==> config.mk <==
export PLATFORM = sky130hd
export DESIGN_NAME = ser_link_rx
export DESIGN_NICKNAME = d
export VERILOG_FILES = /design/src/rtl/ser_link_rx.sv
export SDC_FILE = /design/constraint.sdc
export NUM_CORES = 1
export LEC_CHECK = 0
export CORE_MARGIN = 8
export CORE_UTILIZATION = 61
export CTS_CLUSTER_DIAMETER = 60
export DETAILED_ROUTE_END_ITERATION = 12
export PLACE_DENSITY = 0.83
export SYNTH_ARGS = -nofsm -noshare
export SYNTH_HDL_FRONTEND = slang
export SYNTH_SLANG_ARGS = --single-unit
==> constraint.sdc <==
create_clock -name clk -period 4.3 [get_ports clk]
set_clock_uncertainty 0.15 [all_clocks]
set_input_delay 0.86 -clock clk [delete_from_list [all_inputs] [get_ports clk]]
set_output_delay 0.86 -clock clk [all_outputs]
set_load 0.005 [all_outputs]
==> src/rtl/ser_link_rx.sv <==
// Framed LANES-wide serial receiver feeding a first-word-fall-through word FIFO.
// Optional parity beat enabled by defining PARITY_EN.
`timescale 1ns/1ps
module ser_link_rx #(
  parameter int DATA_W     = 8,
  parameter int LANES      = 1,
  parameter int FIFO_DEPTH = 4
) (
  input  logic                          clk,
  input  logic                          reset,
  input  logic [LANES-1:0]              ser_in,
  input  logic                          ser_en,
  output logic [DATA_W-1:0]             data_out,
  output logic                          valid,
  input  logic                          ready,
  output logic [$clog2(FIFO_DEPTH):0]   fifo_count,
  output logic                          busy,
  output logic                          overflow,
  output logic                          frame_err,
  output logic                          parity_err
);

  localparam int BEATS = DATA_W / LANES;
  localparam int CW    = (BEATS > 1) ? $clog2(BEATS) : 1;
  localparam int AW    = $clog2(FIFO_DEPTH);

`ifdef PARITY_EN
  typedef enum logic [1:0] {S_IDLE, S_DATA, S_PAR, S_STOP} state_t;
`else
  typedef enum logic [1:0] {S_IDLE, S_DATA, S_STOP} state_t;
`endif

  state_t            r_state, w_state_next;
  logic [CW-1:0]     r_cnt;
  logic [DATA_W-1:0] r_shift;
  logic              r_frame_err, r_parity_err;
  logic              w_push, w_frame_err_next, w_parity_err_next;
  logic              w_last, w_par_bad;

  assign w_last = (r_cnt == CW'(BEATS - 1));

`ifdef PARITY_EN
  logic r_par_bad;
  assign w_par_bad = r_par_bad;
`else
  assign w_par_bad = 1'b0;
`endif

  always_comb begin
    w_state_next      = r_state;
    w_push            = 1'b0;
    w_frame_err_next  = 1'b0;
    w_parity_err_next = 1'b0;
    if (ser_en) begin
      case (r_state)
        S_IDLE: if (!ser_in[0]) w_state_next = S_DATA;
        S_DATA: begin
          if (w_last) begin
`ifdef PARITY_EN
            w_state_next = S_PAR;
`else
            w_state_next = S_STOP;
`endif
          end
        end
`ifdef PARITY_EN
        S_PAR:  w_state_next = S_STOP;
`endif
        S_STOP: begin
          // Stop symbol and parity are judged independently; either one drops the word.
          w_state_next      = S_IDLE;
          w_frame_err_next  = !ser_in[0];
          w_parity_err_next = w_par_bad;
          w_push            = ser_in[0] && !w_par_bad;
        end
        default: w_state_next = S_IDLE;
      endcase
    end
  end

  always_ff @(posedge clk) begin
    if (reset) begin
      r_state      <= S_IDLE;
      r_cnt        <= '0;
      r_shift      <= '0;
      r_frame_err  <= 1'b0;
      r_parity_err <= 1'b0;
`ifdef PARITY_EN
      r_par_bad    <= 1'b0;
`endif
    end else begin
      r_state      <= w_state_next;
      r_frame_err  <= w_frame_err_next;
      r_parity_err <= w_parity_err_next;
      if (ser_en) begin
        if (r_state == S_IDLE) begin
          r_cnt <= '0;
`ifdef PARITY_EN
          r_par_bad <= 1'b0;
`endif
        end
        if (r_state == S_DATA) begin
          r_shift[r_cnt*LANES +: LANES] <= ser_in;
          r_cnt <= r_cnt + 1'b1;
        end
`ifdef PARITY_EN
        if (r_state == S_PAR) r_par_bad <= ser_in[0] ^ (^r_shift);
`endif
      end
    end
  end

  assign busy       = (r_state != S_IDLE);
  assign frame_err  = r_frame_err;
  assign parity_err = r_parity_err;

  logic [DATA_W-1:0] r_mem [FIFO_DEPTH];
  logic [AW-1:0]     r_wptr, r_rptr;
  logic [AW:0]       r_count;
  logic              r_overflow;
  logic              w_full, w_pop, w_wr, w_drop;

  assign w_full = (r_count == (AW+1)'(FIFO_DEPTH));
  assign w_pop  = valid && ready;
  // A full FIFO still takes a word when the head leaves on the same edge.
  assign w_wr   = w_push && (!w_full || w_pop);
  assign w_drop = w_push && w_full && !w_pop;

  always_ff @(posedge clk) begin
    if (reset) begin
      r_wptr     <= '0;
      r_rptr     <= '0;
      r_count    <= '0;
      r_overflow <= 1'b0;
    end else begin
      if (w_wr)   r_wptr <= r_wptr + 1'b1;
      if (w_pop)  r_rptr <= r_rptr + 1'b1;
      if (w_drop) r_overflow <= 1'b1;
      case ({w_wr, w_pop})
        2'b10:   r_count <= r_count + 1'b1;
        2'b01:   r_count <= r_count - 1'b1;
        default: r_count <= r_count;
      endcase
    end
  end

  always_ff @(posedge clk) begin
    if (w_wr) r_mem[r_wptr] <= r_shift;
  end

  assign valid      = (r_count != '0);
  assign data_out   = valid ? r_mem[r_rptr] : '0;
  assign fifo_count = r_count;
  assign overflow   = r_overflow;

endmodule

**Word-level counts from Yosys, hierarchy flattened**

Memories as Yosys holds them, arrays and structs flattened. A register that Yosys moved wholly into a read port is not among the register bits.
Cells that the tools add are included.

- Register bits after elaboration: 22
- Bits in writable memories: 32
- Output and inout port bits: 16
- Word-level logic and storage cells: 58
- Memories: 1

Memories:

| memory | words | bits a word | read ports | clocked after memory_dff | wr ports | RTL line | RTL |
|---|---|---|---|---|---|---|---|
| r_mem | 4 | 8 | 1 | 1 | 1 | 117 | `logic [DATA_W-1:0] r_mem [FIFO_DEPTH];` |

- $add $sub $neg: 6
- Eq/ne operators: 8
- Shift-type cells: 2
- Muxes and demuxes: 14
- Bitwise operators: 2
- Reductions and logical operators: 17

Operators with widths:

| cell | number |
|---|---|
| $neg A3 Y34 | 1 |
| $shift A1 B34 Y8 const A | 1 |
| $shiftx A1 B34 Y8 | 1 |
| $bwmux W8 | 1 |
| $mux W2 | 4 |
| $mux W8 | 1 |
| $add A3 B1 Y3 const B | 2 |
| $eq A3 B3 Y1 const B | 2 |
| $mux W3 | 2 |
| $pmux W3 S2 | 1 |
| $reduce_bool A2 Y1 | 3 |
| $add A2 B1 Y2 const B | 2 |
| $eq A2 B1 Y1 const B | 2 |
| $eq A2 B2 Y1 const B | 2 |
| $logic_and A1 B1 Y1 | 4 |
| $mux W1 | 4 |
| $ne A2 B2 Y1 const B | 2 |
| $pmux W2 S2 | 1 |
| $reduce_and A2 Y1 | 2 |
| $logic_not A1 Y1 | 3 |
| $reduce_and A3 Y1 | 1 |
| $reduce_bool A3 Y1 | 1 |
| $reduce_or A3 Y1 | 1 |
| $sub A3 B1 Y3 const B | 1 |
| other kinds (3) | 4 |

**Depth between registers and ports, before layout**

- Depth in word-level cells: 6
- Gate-level depth with buffers: 7

**Worst setup path after synthesis**

Ideal clock, no wire load.

- Path type: in2reg
- Start point: in ser_en
- End point: reg r_count[2] (netlist: fifo_count[2])
- Setup time: 0.130 ns
- Arrival: 2.199 ns
- Setup slack: 1.820 ns
- Stages: 6
- Cells stage by stage: nand4b_4 -> nand3_1 -> fa_1 -> or3_1 -> a32oi_1 -> a21oi_1

- Cells in the longest elaborated chain, start to end: 4

Ends and longest elaborated chain:

| item | RTL line | RTL |
|---|---|---|
| from (decl) | 12 | `input logic ser_en,` |
| $mux W1 (*) | 54 | `if (ser_en) begin` |
| $logic_and A1 B1 Y1 (*) | 126 | `assign w_wr = w_push && (!w_full \|\| w_pop);` |
| $eq A2 B1 Y1 or $eq A2 B2 Y1 (tied branches) | 139 | `case ({w_wr, w_pop})` |
| $pmux W3 S2 or $reduce_bool A2 Y1 (tied branches) | -- |  |
| to (signal assigned) | 140 | `2'b10: r_count <= r_count + 1'b1;` |
| to (signal assigned) | 141 | `2'b01: r_count <= r_count - 1'b1;` |
| to (signal assigned) | 142 | `default: r_count <= r_count;` |
| to (decl) | 119 | `logic [AW:0] r_count;` |

Mark *: on every way between the ends. The rest lies on a longest branch, timed or not.
A chain may end at the register's enable or synchronous reset.

==> impl_metrics.yaml <==
placed_design:
  pre_cts_ws_ns: 1.057
  place.gp.congestion: 0.8596
  place_hpwl_um: 3151
  io_buffers: 19
  dp_cells: 251
  placed_area_sq_um: 2698
worst_setup_path:
  cp_cell_sequence: "mux4_2 > and2_1 > clkdlybuf4s50_1"
  crit_family: "flip-flops"
  r2r_slack_ns: 1.73
  regToRegStartpoint: "fifo_count[0]$_SDFFE_PP0P_"
  cp_slowest_stage_delay_ns: 0.65
  worstSetupPathType: "flop to output pin"
  worstPathArrival_ns: 2.14
  path_buf_inv: 1
  slowest_stage: "dfxtp_1"
  cp_data_required_time_ns: 3.29
  crit_path_start_kind: "flop"
  r2r-end: "fifo_count[2]$_SDFFE_PP0P_"
  reg2regPathDepth: 6
  worstSetupEndpointType: "output pin"
  cp_max_fo: 8
finish:
  syn_to_final_growth_pct: 12.92
  antenna_cells: 0
  drive_above_1_share_pct: 11.00
  stdcell_area_sq_um: 2789
  instances_no_fill: 259
  fillers: 252
  nets: 223
clocking:
  cts_root_buf: "clkbuf_8"
  numCtsBuffers: 5
  tritoncts: "done"
  cts_setup_buffers: 0
  clk_latency_ns: 0.30
  clock_sinks: 56
  h-tree-depth: 2
  cts_resized: 0
  path_clk_slew_ns: 0.10
  clockBufferDepth: 2
  ctsHoldBuffers: 0
synthesis:
  synth-edff-count: 32
  synth_common_cells: "edfxtp_1 (32), dfxtp_1 (24), nor2_1 (15)"
  synth_cell_types: 50
  yosysMostFrequentCell: "edfxtp_1"
  synthCells: 188
  synth_area_leader_cell: "edfxtp_1"
  ys_seq_area_share_pct: 58.36
  synth_fp_nets: 203
  async_flop_share_pct: 0
  ys_warn_count: 0
  syn_area_per_cell_sq_um: 13.14
  synth_ff_type: "edfxtp_1"
  synth-seq-cells: 56
  synthTopCellsByArea: "edfxtp_1 (39%), dfxtp_1 (19%), mux4_2 (7.3%)"
  synth.top_cell.area_share_pct: 38.91
  syn_area_sq_um: 2470
power_and_ir_drop:
  power_density_nw_per_um2: 456.6
  p_leak_nw: 0.9073
  irDropWorstVdd_v: 0.0002759
sta:
  relSlewSlack_pct: 65.75
  grt_setup_unrepaired: "no"
  tns_ns: 0
  worst_slack_ns: 1.148
  setup_viol: 0
  slew_violations: 0
  fin_crit_ns: 3.152
  timing.final.crit_share_pct: 73.30
  timing.final.hold_violations: 0
  timing.fmax_ghz: 0.3173
  tightestPinTransition_ns: 0.5131
floorplan:
  rows: 23
  initial_core_util_pct: 62.65
  fp.dieW_um: 79.63
  dieArea_sq_um: 6341
  core_sq_um: 3943
  boundaryPins: 21
  die_y_um: 79.63
grt:
  grt_pass1_wl_um: 7238
  grt_max_degree: 25
  antenna_found_initial: 0
  grt_pass1_vias: 1556
  grt_util_all_layers_pct: 14.70
  grt_overflow_total: 0
hold_path:
  hold_end: "overflow$_SDFFE_PP0P_"
  holdPathStages: 2
  min_path_type: "flop to flop"
  hp-start: "overflow$_SDFFE_PP0P_"
detailed_routing:
  wl_per_cell_um: 16.72
  drt_first_pass_iters: 4
  drtIter0Drc: 83
  via_per_inst: 5.757
  num_vias: 1491
  drt-total-wl_um: 4331
  drt_drc_violations_left: 0
  ant_nets: 0
run:
  drv_cap: 0
outcome:
  status: "finished, final reports clean"
[where the power goes]
| group | switching, mW | leakage, nW | internal (mW) |
|---|---|---|---|
| Sequential | 0.0474 | 0.458 | 0.583 |
| Clock | 0.169 | 0.0485 | 0.117 |
| Combinational | 0.141 | 0.401 | 0.216 |
[kinds of logic (layout without fill, tap and decap cells)]
logic type / count (synthesis) / count (layout) / share of synthesized area, %
and+or+nand+nor: 69 / 69 / 17.38
DFF: 56 / 56 / 58.36
AOI/OAI and AO/OA: 21 / 21 / 5.573
muxes: 14 / 14 / 9.726
buffers and inverters: 14 / 35 / 2.381
adders and majority gates: 10 / 10 / 5.370
xor gates and xnor gates: 3 / 3 / 1.064
other: 1 / 1 / 0.1518
[cell type report]
type                            instances  area (sq um)  area share (%)
Sequential cell                        56          1441           51.68
Multi-Input combinational cell        118         969.7           34.77
Timing Repair Buffer                   20         197.7           7.088
Clock buffer                            5         68.82           2.467
Tap cell                               50         62.56           2.243
Inverter                                7         26.28          0.9421
Clock inverter                          3         22.52          0.8075
[routing by layer]
| metal | part of all wire (%) | global-route usage (%) |
|---|---|---|
| met5 | 0 | 0 |
| met4 | 1.5 | 5.926 |
| met3 | 5.0 | 3.829 |
| met2 | 53 | 26.73 |
| met1 | 41 | 15.69 |
[tightest hold or removal path: stages (launching register included)]
cell and delay [ns]:
dfxtp_1 0.34, nor2_1 0.05, nor2_1 0.07
[sequential cells by signal (all words and copies together), names as in the netlist, named ones only]
signal,cells
r_state,2
r_rptr,2
r_wptr,2
fifo_count,3
r_cnt,3
overflow,1
r_shift,8
frame_err,1
r_mem,32
[worst max path at each step]
stage	from	endpoint	cells after the start
after floorplan	ser_en	fifo_count[2]$_SDFFE_PP0P_	6
after global placement	ser_in	fifo_count[2]$_SDFFE_PP0P_	7
after detailed placement	ser_in	fifo_count[2]$_SDFFE_PP0P_	7
after CTS	flop	data_out[5]	3
after global routing	flop	data_out[6]	3
final	flop	data_out[5]	3
[metrics by stage]
step           hold WS (ns)  utilization [%]  power, mW
4_1_cts              0.3458            70.74      1.289
6_report             0.3371            70.74      1.273
3_3_place_gp         0.3024            68.42     0.9897
3_5_place_dp         0.3173            68.42      1.005
5_1_grt              0.3825            70.74      1.333
2_1_floorplan        0.3025                -     0.8169
[cells in the final DEF, fill, tap and decap left out, types with 2 or more instances in the layout]
cell type | synthesis | layout
nor4_1 | 2 | 2
nand2b_1 | 4 | 4
and2_1 | 13 | 13
inv_1 | 7 | 7
clkdlybuf4s50_1 | 0 | 19
mux4_2 | 8 | 8
clkbuf_8 | 0 | 5
or3_1 | 3 | 3
xor2_1 | 2 | 2
dfxtp_1 | 24 | 24
a21o_1 | 2 | 2
o21ai_0 | 3 | 3
ha_1 | 9 | 9
nand3_1 | 9 | 9
nand2_1 | 4 | 4
mux2i_1 | 6 | 6
a21oi_1 | 6 | 6
nor2b_1 | 2 | 2
nand3b_1 | 3 | 3
edfxtp_1 | 32 | 32
nor2_1 | 15 | 15
No activity file was read; power rests on OpenSTA's default activity.
